--- src/rtl/issue_queue_if.sv ---
// Rename-to-issue enqueue bundle, writeback wakeup broadcast and
// issue-to-execute output slot for the issue queue.
interface issue_queue_if #(
    parameter int PHYS_BITS = 6,
    parameter int INSTR_W   = 32,
    parameter int NUM_WB    = 2,
    parameter int CNT_W     = 5
);
    logic                        in_valid;
    logic                        in_ready;
    logic [INSTR_W-1:0]          in_instr;
    logic [PHYS_BITS-1:0]        in_rd_phys;
    logic [PHYS_BITS-1:0]        in_rs_phys;
    logic [PHYS_BITS-1:0]        in_rt_phys;
    logic                        in_uses_rs;
    logic                        in_uses_rt;
    logic                        in_rs_busy;
    logic                        in_rt_busy;
    logic [NUM_WB-1:0]           wb_valid;
    logic [NUM_WB*PHYS_BITS-1:0] wb_phys;
    logic                        flush;
    logic                        issue_valid;
    logic                        issue_ready;
    logic [INSTR_W-1:0]          issue_instr;
    logic [PHYS_BITS-1:0]        issue_rd_phys;
    logic [PHYS_BITS-1:0]        issue_rs_phys;
    logic [PHYS_BITS-1:0]        issue_rt_phys;
    logic [CNT_W-1:0]            count;

    modport slave (
        input  in_valid, in_instr, in_rd_phys, in_rs_phys, in_rt_phys,
        input  in_uses_rs, in_uses_rt, in_rs_busy, in_rt_busy,
        input  wb_valid, wb_phys, flush, issue_ready,
        output in_ready, issue_valid, issue_instr,
        output issue_rd_phys, issue_rs_phys, issue_rt_phys, count
    );

    modport master (
        output in_valid, in_instr, in_rd_phys, in_rs_phys, in_rt_phys,
        output in_uses_rs, in_uses_rt, in_rs_busy, in_rt_busy,
        output wb_valid, wb_phys, flush, issue_ready,
        input  in_ready, issue_valid, issue_instr,
        input  issue_rd_phys, issue_rs_phys, issue_rt_phys, count
    );
endinterface

--- src/rtl/issue_queue.sv ---
// Compacting out-of-order issue queue: entry 0 is oldest, tags wake on
// writeback broadcast, oldest fully-ready entry moves into the output slot.
module issue_queue #(
    parameter int PHYS_BITS = 6,
    parameter int IQ_DEPTH  = 16,
    parameter int INSTR_W   = 32,
    parameter int NUM_WB    = 2
) (
    input  logic          clk,
    input  logic          rst,
    issue_queue_if.slave  io
);
    localparam int IW = $clog2(IQ_DEPTH);
    localparam int CW = IW + 1;

    typedef logic [PHYS_BITS-1:0] tag_t;

    logic [INSTR_W-1:0] instr_q  [IQ_DEPTH];
    tag_t               rd_q     [IQ_DEPTH];
    tag_t               rs_q     [IQ_DEPTH];
    tag_t               rt_q     [IQ_DEPTH];
    logic               rs_rdy_q [IQ_DEPTH];
    logic               rt_rdy_q [IQ_DEPTH];

    logic [INSTR_W-1:0] instr_d  [IQ_DEPTH];
    tag_t               rd_d     [IQ_DEPTH];
    tag_t               rs_d     [IQ_DEPTH];
    tag_t               rt_d     [IQ_DEPTH];
    logic               rs_rdy_d [IQ_DEPTH];
    logic               rt_rdy_d [IQ_DEPTH];

    logic [CW-1:0]      count_q;
    logic [CW-1:0]      count_d;
    logic [CW-1:0]      cnt_s;

    logic               iv_q;
    logic [INSTR_W-1:0] iss_instr_q;
    tag_t               iss_rd_q;
    tag_t               iss_rs_q;
    tag_t               iss_rt_q;

    logic               in_ready;
    logic               loadable;
    logic               found;
    logic [IW-1:0]      sel;
    logic               do_issue;
    logic               enq;

    function automatic logic wb_hit(
        input tag_t                        tag,
        input logic [NUM_WB-1:0]           wv,
        input logic [NUM_WB*PHYS_BITS-1:0] wp
    );
        wb_hit = 1'b0;
        for (int k = 0; k < NUM_WB; k++) begin
            if (wv[k] && wp[k*PHYS_BITS +: PHYS_BITS] == tag) begin
                wb_hit = 1'b1;
            end
        end
    endfunction

    assign in_ready = (count_q != CW'(IQ_DEPTH));
    assign loadable = !iv_q || io.issue_ready;
    assign do_issue = loadable && found;
    assign enq      = io.in_valid && in_ready;
    assign cnt_s    = count_q - CW'(do_issue);
    assign count_d  = cnt_s + CW'(enq);

    // Descending scan leaves the lowest ready index in sel.
    always_comb begin
        found = 1'b0;
        sel   = '0;
        for (int i = IQ_DEPTH - 1; i >= 0; i--) begin
            if (CW'(i) < count_q && rs_rdy_q[i] && rt_rdy_q[i]) begin
                found = 1'b1;
                sel   = IW'(i);
            end
        end
    end

    // Shift over the issued entry, wake survivors, then append at cnt_s.
    always_comb begin
        for (int i = 0; i < IQ_DEPTH; i++) begin
            if (do_issue && IW'(i) >= sel && i < IQ_DEPTH - 1) begin
                instr_d[i]  = instr_q[IW'((i + 1) % IQ_DEPTH)];
                rd_d[i]     = rd_q[IW'((i + 1) % IQ_DEPTH)];
                rs_d[i]     = rs_q[IW'((i + 1) % IQ_DEPTH)];
                rt_d[i]     = rt_q[IW'((i + 1) % IQ_DEPTH)];
                rs_rdy_d[i] = rs_rdy_q[IW'((i + 1) % IQ_DEPTH)];
                rt_rdy_d[i] = rt_rdy_q[IW'((i + 1) % IQ_DEPTH)];
            end else begin
                instr_d[i]  = instr_q[i];
                rd_d[i]     = rd_q[i];
                rs_d[i]     = rs_q[i];
                rt_d[i]     = rt_q[i];
                rs_rdy_d[i] = rs_rdy_q[i];
                rt_rdy_d[i] = rt_rdy_q[i];
            end
            if (wb_hit(rs_d[i], io.wb_valid, io.wb_phys)) rs_rdy_d[i] = 1'b1;
            if (wb_hit(rt_d[i], io.wb_valid, io.wb_phys)) rt_rdy_d[i] = 1'b1;
            if (enq && CW'(i) == cnt_s) begin
                instr_d[i]  = io.in_instr;
                rd_d[i]     = io.in_rd_phys;
                rs_d[i]     = io.in_rs_phys;
                rt_d[i]     = io.in_rt_phys;
                rs_rdy_d[i] = !io.in_uses_rs || !io.in_rs_busy ||
                              wb_hit(io.in_rs_phys, io.wb_valid, io.wb_phys);
                rt_rdy_d[i] = !io.in_uses_rt || !io.in_rt_busy ||
                              wb_hit(io.in_rt_phys, io.wb_valid, io.wb_phys);
            end
        end
    end

    always_ff @(posedge clk or posedge rst) begin
        if (rst) begin
            count_q     <= '0;
            iv_q        <= 1'b0;
            iss_instr_q <= '0;
            iss_rd_q    <= '0;
            iss_rs_q    <= '0;
            iss_rt_q    <= '0;
            for (int i = 0; i < IQ_DEPTH; i++) begin
                instr_q[i]  <= '0;
                rd_q[i]     <= '0;
                rs_q[i]     <= '0;
                rt_q[i]     <= '0;
                rs_rdy_q[i] <= 1'b0;
                rt_rdy_q[i] <= 1'b0;
            end
        end else if (io.flush) begin
            count_q <= '0;
            iv_q    <= 1'b0;
        end else begin
            count_q <= count_d;
            for (int i = 0; i < IQ_DEPTH; i++) begin
                instr_q[i]  <= instr_d[i];
                rd_q[i]     <= rd_d[i];
                rs_q[i]     <= rs_d[i];
                rt_q[i]     <= rt_d[i];
                rs_rdy_q[i] <= rs_rdy_d[i];
                rt_rdy_q[i] <= rt_rdy_d[i];
            end
            if (loadable) begin
                iv_q <= found;
                if (found) begin
                    iss_instr_q <= instr_q[sel];
                    iss_rd_q    <= rd_q[sel];
                    iss_rs_q    <= rs_q[sel];
                    iss_rt_q    <= rt_q[sel];
                end
            end
        end
    end

    assign io.in_ready      = in_ready;
    assign io.issue_valid   = iv_q;
    assign io.issue_instr   = iss_instr_q;
    assign io.issue_rd_phys = iss_rd_q;
    assign io.issue_rs_phys = iss_rs_q;
    assign io.issue_rt_phys = iss_rt_q;
    assign io.count         = count_q;
endmodule
--- src/flat_wrapper.sv ---
// flat-port wrapper written by rule: the top's interface ports become plain ports
module issue_queue_flat 
#(
    parameter int PHYS_BITS = 6,
    parameter int IQ_DEPTH  = 16,
    parameter int INSTR_W   = 32,
    parameter int NUM_WB    = 2
)
  (clk, rst, io_in_valid, io_in_instr, io_in_rd_phys, io_in_rs_phys, io_in_rt_phys, io_in_uses_rs, io_in_uses_rt, io_in_rs_busy, io_in_rt_busy, io_wb_valid, io_wb_phys, io_flush, io_issue_ready, io_in_ready, io_issue_valid, io_issue_instr, io_issue_rd_phys, io_issue_rs_phys, io_issue_rt_phys, io_count);
  issue_queue_if #(.PHYS_BITS(PHYS_BITS), .INSTR_W(INSTR_W), .NUM_WB(NUM_WB)) io_i ();
  input  logic clk;
  input  logic rst;
  input wire logic [$bits(io_i.in_valid)-1:0] io_in_valid;
  input wire logic [$bits(io_i.in_instr)-1:0] io_in_instr;
  input wire logic [$bits(io_i.in_rd_phys)-1:0] io_in_rd_phys;
  input wire logic [$bits(io_i.in_rs_phys)-1:0] io_in_rs_phys;
  input wire logic [$bits(io_i.in_rt_phys)-1:0] io_in_rt_phys;
  input wire logic [$bits(io_i.in_uses_rs)-1:0] io_in_uses_rs;
  input wire logic [$bits(io_i.in_uses_rt)-1:0] io_in_uses_rt;
  input wire logic [$bits(io_i.in_rs_busy)-1:0] io_in_rs_busy;
  input wire logic [$bits(io_i.in_rt_busy)-1:0] io_in_rt_busy;
  input wire logic [$bits(io_i.wb_valid)-1:0] io_wb_valid;
  input wire logic [$bits(io_i.wb_phys)-1:0] io_wb_phys;
  input wire logic [$bits(io_i.flush)-1:0] io_flush;
  input wire logic [$bits(io_i.issue_ready)-1:0] io_issue_ready;
  output wire logic [$bits(io_i.in_ready)-1:0] io_in_ready;
  output wire logic [$bits(io_i.issue_valid)-1:0] io_issue_valid;
  output wire logic [$bits(io_i.issue_instr)-1:0] io_issue_instr;
  output wire logic [$bits(io_i.issue_rd_phys)-1:0] io_issue_rd_phys;
  output wire logic [$bits(io_i.issue_rs_phys)-1:0] io_issue_rs_phys;
  output wire logic [$bits(io_i.issue_rt_phys)-1:0] io_issue_rt_phys;
  output wire logic [$bits(io_i.count)-1:0] io_count;
  assign io_i.in_valid = io_in_valid;
  assign io_i.in_instr = io_in_instr;
  assign io_i.in_rd_phys = io_in_rd_phys;
  assign io_i.in_rs_phys = io_in_rs_phys;
  assign io_i.in_rt_phys = io_in_rt_phys;
  assign io_i.in_uses_rs = io_in_uses_rs;
  assign io_i.in_uses_rt = io_in_uses_rt;
  assign io_i.in_rs_busy = io_in_rs_busy;
  assign io_i.in_rt_busy = io_in_rt_busy;
  assign io_i.wb_valid = io_wb_valid;
  assign io_i.wb_phys = io_wb_phys;
  assign io_i.flush = io_flush;
  assign io_i.issue_ready = io_issue_ready;
  assign io_in_ready = io_i.in_ready;
  assign io_issue_valid = io_i.issue_valid;
  assign io_issue_instr = io_i.issue_instr;
  assign io_issue_rd_phys = io_i.issue_rd_phys;
  assign io_issue_rs_phys = io_i.issue_rs_phys;
  assign io_issue_rt_phys = io_i.issue_rt_phys;
  assign io_count = io_i.count;
  issue_queue #(.PHYS_BITS(PHYS_BITS), .IQ_DEPTH(IQ_DEPTH), .INSTR_W(INSTR_W), .NUM_WB(NUM_WB)) u_core (.clk(clk), .rst(rst), .io(io_i));
endmodule
--- config.mk ---
export PLATFORM = sky130hd
export DESIGN_NAME = issue_queue_flat
export DESIGN_NICKNAME = d
export VERILOG_FILES = /design/src/rtl/issue_queue_if.sv /design/src/rtl/issue_queue.sv /design/src/flat_wrapper.sv
export SDC_FILE = /design/constraint.sdc
export NUM_CORES = 2
export LEC_CHECK = 0
export CORE_ASPECT_RATIO = 1.75
export CORE_MARGIN = 5
export CORE_UTILIZATION = 30
export DETAILED_ROUTE_END_ITERATION = 10
export PLACE_DENSITY_LB_ADDON = 0.2
export REMOVE_ABC_BUFFERS = 1
export SYNTH_ARGS = -nofsm -noshare
export SYNTH_HDL_FRONTEND = slang
export SYNTH_SLANG_ARGS = --single-unit
--- constraint.sdc ---
create_clock -name clk -period 55.6 [get_ports clk]
set_input_delay 11.12 -clock clk [delete_from_list [all_inputs] [get_ports clk]]
set_output_delay 11.12 -clock clk [all_outputs]
set_load 0.005 [all_outputs]
==> impl_metrics.yaml <==
global_routing:
  grt_max_degree: 165
  antenna_violations_before_repair: 4
  wire_length_of_the_first_global_routing_pass_um: 293000
  grt_use_total_pct: 21.3
  first_global_vias: 43800
  overflow: 0
cells_and_area:
  layout.nets: 5604
  finalInstanceArea_mm2: 0.0569
  area.growth.synth_to_final_pct: 11.9
  share_of_layout_cells_above_drive_strength_1_pct: 11.6
drt:
  route.vias.total: 43400
  detail_routed_via_count_per_cell: 5.55
  wl_per_cell_um: 25.1
  route.final.wire_length_um: 196000
  drcViolationCount: 0
  dr.pass1.iters: 6
  detail-route-antenna-nets: 0
  drt_iter0_drc: 3413
setup_path:
  arrival_ns: 16.15
  timing.critical_path.slowest_cell_delay_ns: 0.81
  critical_path_required_ns: 56.20
  critical_path.slowest_cell: "a21oi_4"
  path_class: "in2reg"
  worst-path-max-fanout: 45
  crit_path_cell_trace: "clkdlybuf4s50_1 -> nor2b_1 -> a21o_1 -> inv_1 -> ha_1 -> ha_1 -> nor3b_1 -> xnor2_1 -> nand3_1 -> nor2_1 -> nand2_2 -> a21oi_4 -> buf_4 -> nor2_1 -> a31oi_1"
  timing.critical_path.buf_inv: 3
  worst_setup_path_end_kind: "flip-flop"
  crit_path_start_kind: "input port"
  largest_delay_contributor_family_on_the_critical_path: "simple AND/OR/NAND/NOR gates"
clocking:
  clockBufferDepth: 3
  h_tree_depth: 3
  number_of_buffers_inserted_during_clock_tree_synthesis: 92
  cts-resized-gates: 0
  cts_hold_buffers: 0
  post-cts-setup-buffer-count: 0
  clk_pin_slew_worst_paths_ns: 0.06
  cts.sink_count: 888
  insertion_delay_ns: 0.72
  clockRootBuffer: "clkbuf_16"
  tritoncts: "yes"
hold_path:
  hp-class: "reg2reg"
sta:
  final.setup.tns_ns: 0
  slew_headroom_pct: 17.3
  setup_skew_ns: 0.0609
  finalHoldViolCount: 0
  timing.final.crit_period_ns: 15.55
  setup-violations-final: 0
  timing_max_transition_violations_final: 0
  grt_setup_unrepaired: "false"
  max_slew.worst_pin.slew_ns: 1.24
  max_freq_mhz: 64.3
  final.period_utilization_pct: 28.0
floorplanning:
  placement_rows: 200
  fp.dieArea_mm2: 0.178
  num_io_pins: 130
  die_y_um: 555
  initial_core_util_pct: 30.1
  placeableCoreArea_mm2: 0.169
  die_width_um: 321
logic_synthesis:
  synth-seq-cells: 888
  synth_top_cell_area_share_pct: 43.7
  synthArstFlopShare_pct: 100
  syn-mean-instance-area_um2: 8.88
  synth.cell_area_mm2: 0.0509
  yosys_warnings: 0
  yosys.cell_types.count: 92
  synth_cells: 5731
  synth_flop_cell: "dfrtp_1"
  synth.yosys.seq_area_share_pct: 43.7
  synth_largest_area_cell: "dfrtp_1"
  synth_enable_flop_cells: 0
  largest_cells_by_area_after_synthesis: "dfrtp_1 (44%), nand2_1 (11%), mux2_2 (6.5%), a31oi_1 (4.6%), xnor2_1 (4.3%)"
status:
  run_status: "finished clean"
place:
  gp_congestion: 0.912
  numPortBuffers: 129
  detailed_place.area_mm2: 0.0537
  place.detailed.hpwl_um: 119000
job:
  drv.max_cap_violation_count: 0
## worst reg2reg max path, cell delays in order (launching register included)
cell and delay (ns):
dfrtp_1 0.68, nor2_2 0.62, a21oi_1 0.30, a31oi_1 0.67, and2_1 0.32, a21o_1 0.29, inv_1 0.07, ha_1 0.21
ha_1 0.25, nor3b_1 0.17, xnor2_1 0.34, nand3_1 0.20, nor2_1 0.77, nand2_2 0.16, a21oi_4 0.81, buf_4 0.61
nor2_1 0.14, a31oi_1 0.18
## kinds of logic after synthesis
family | share of synthesized area (%)
mux | 12.4
fa+ha+maj | 0.0984
compound gates | 13.3
simple gates | 18.6
flops | 43.7
xor+xnor | 7.01
buf+inv | 4.79
## placed cells by master, fill, tap and decap left out, drive strengths merged, types with 6 or more instances in the layout
master            n
mux2i           155
clkdlybuf4s50   116
xnor2           247
a31oi           374
a21o             12
nand2          1430
nor3             27
o2111ai           9
nor4             47
bufinv           10
a221oi           14
mux2            424
a2111oi          11
o211ai           13
nand4            56
or4               6
a21oi           138
dfrtp           888
clkinv           18
a211oi           48
o31a              7
clkinvlp          6
o21ai           169
o22ai            37
o22a              8
nand3           135
nor2b            15
inv              37
clkbuf          132
a22oi            73
nand2b            6
o221ai           10
nor2            376
and2              7
a32oi            55
and3            134
buf             121
xor2            160
## routing by layer
metal	GRT usage, %	wire length [µm]	vias up
met4	10.5	11200	6
met1	25.4	77600	22100
met3	2.83	9400	480
li1	-	-	19400
met5	0	37	-
met2	37.6	98000	1362
## Yosys cell counts (12+ instances only)
library cell / instances
mux2_2: 294
nand4_1: 56
and3_1: 134
a221oi_1: 13
nor4_1: 45
a21oi_1: 130
o21ai_0: 160
a31oi_1: 372
a21o_1: 12
o211ai_1: 13
a211oi_1: 47
a22oi_1: 70
mux2_1: 130
o22ai_1: 37
nor2_1: 373
buf_4: 20
a32oi_1: 55
clkbuf_1: 348
nor3_1: 24
nand2_1: 1429
mux2i_1: 155
xnor2_1: 247
dfrtp_1: 888
buf_2: 116
inv_1: 30
nor2b_1: 15
buf_1: 40
xor2_1: 160
nand3_1: 134
## registers in the layout, summed over array words and instances, names as in the netlist
name	count
u_core.io.count	5
u_core.rs_q	96
u_core.rs_rdy_q	16
u_core.io.issue_valid	1
u_core.io.issue_rs_phys	6
u_core.io.issue_rd_phys	6
u_core.instr_q	512
u_core.rt_rdy_q	16
u_core.rd_q	96
u_core.rt_q	96
u_core.io.issue_instr	32
u_core.io.issue_rt_phys	6
## metrics by stage
stage | setup WS [ns] | instances | hold WS (ns) | utilization, %
floorplan | 19.52 | 5196 | 0.458 | -
global placement | 39.48 | 7655 | 0.466 | 31.8
global route | 39.66 | 7825 | 0.496 | 33.7
CTS | 40.12 | 7824 | 0.489 | 33.7
finish | 40.05 | 7825 | 0.484 | 33.7
detailed placement | 39.41 | 7655 | 0.475 | 31.8
## final cells by class
| class | count | area (µm²) |
|---|---|---|
| diodes | 1 | 2.50 |
| clock buffers | 132 | 2680 |
| clock inverters | 37 | 528 |
| fillers | 17600 | 112000 |
| inverters | 34 | 135 |
| multi-input cells | 4274 | 26500 |
| flip-flops and latches | 888 | 22200 |
| well taps | 2222 | 2780 |
| repair buffers | 237 | 2080 |
## final timing paths
path                                     from                   to  slack (ns)  cells past startpoint
min                        u_core.instr_q[50]   u_core.instr_q[50]        0.48                      1
min in group asynchronous                 rst  u_core.instr_q[138]       10.93                      2
max reg2reg                u_core.io.count[4]      u_core.rd_q[81]       48.76                     17
max                            io_issue_ready      u_core.rd_q[81]       40.05                     15
min reg2reg                u_core.instr_q[50]   u_core.instr_q[50]        0.48                      1
max in group asynchronous                 rst   u_core.io.count[0]       40.56                      6
Power is left out: the tool's default activity adds up to more than one toggle a clock period on the data nets, which glitch-free logic cannot reach.
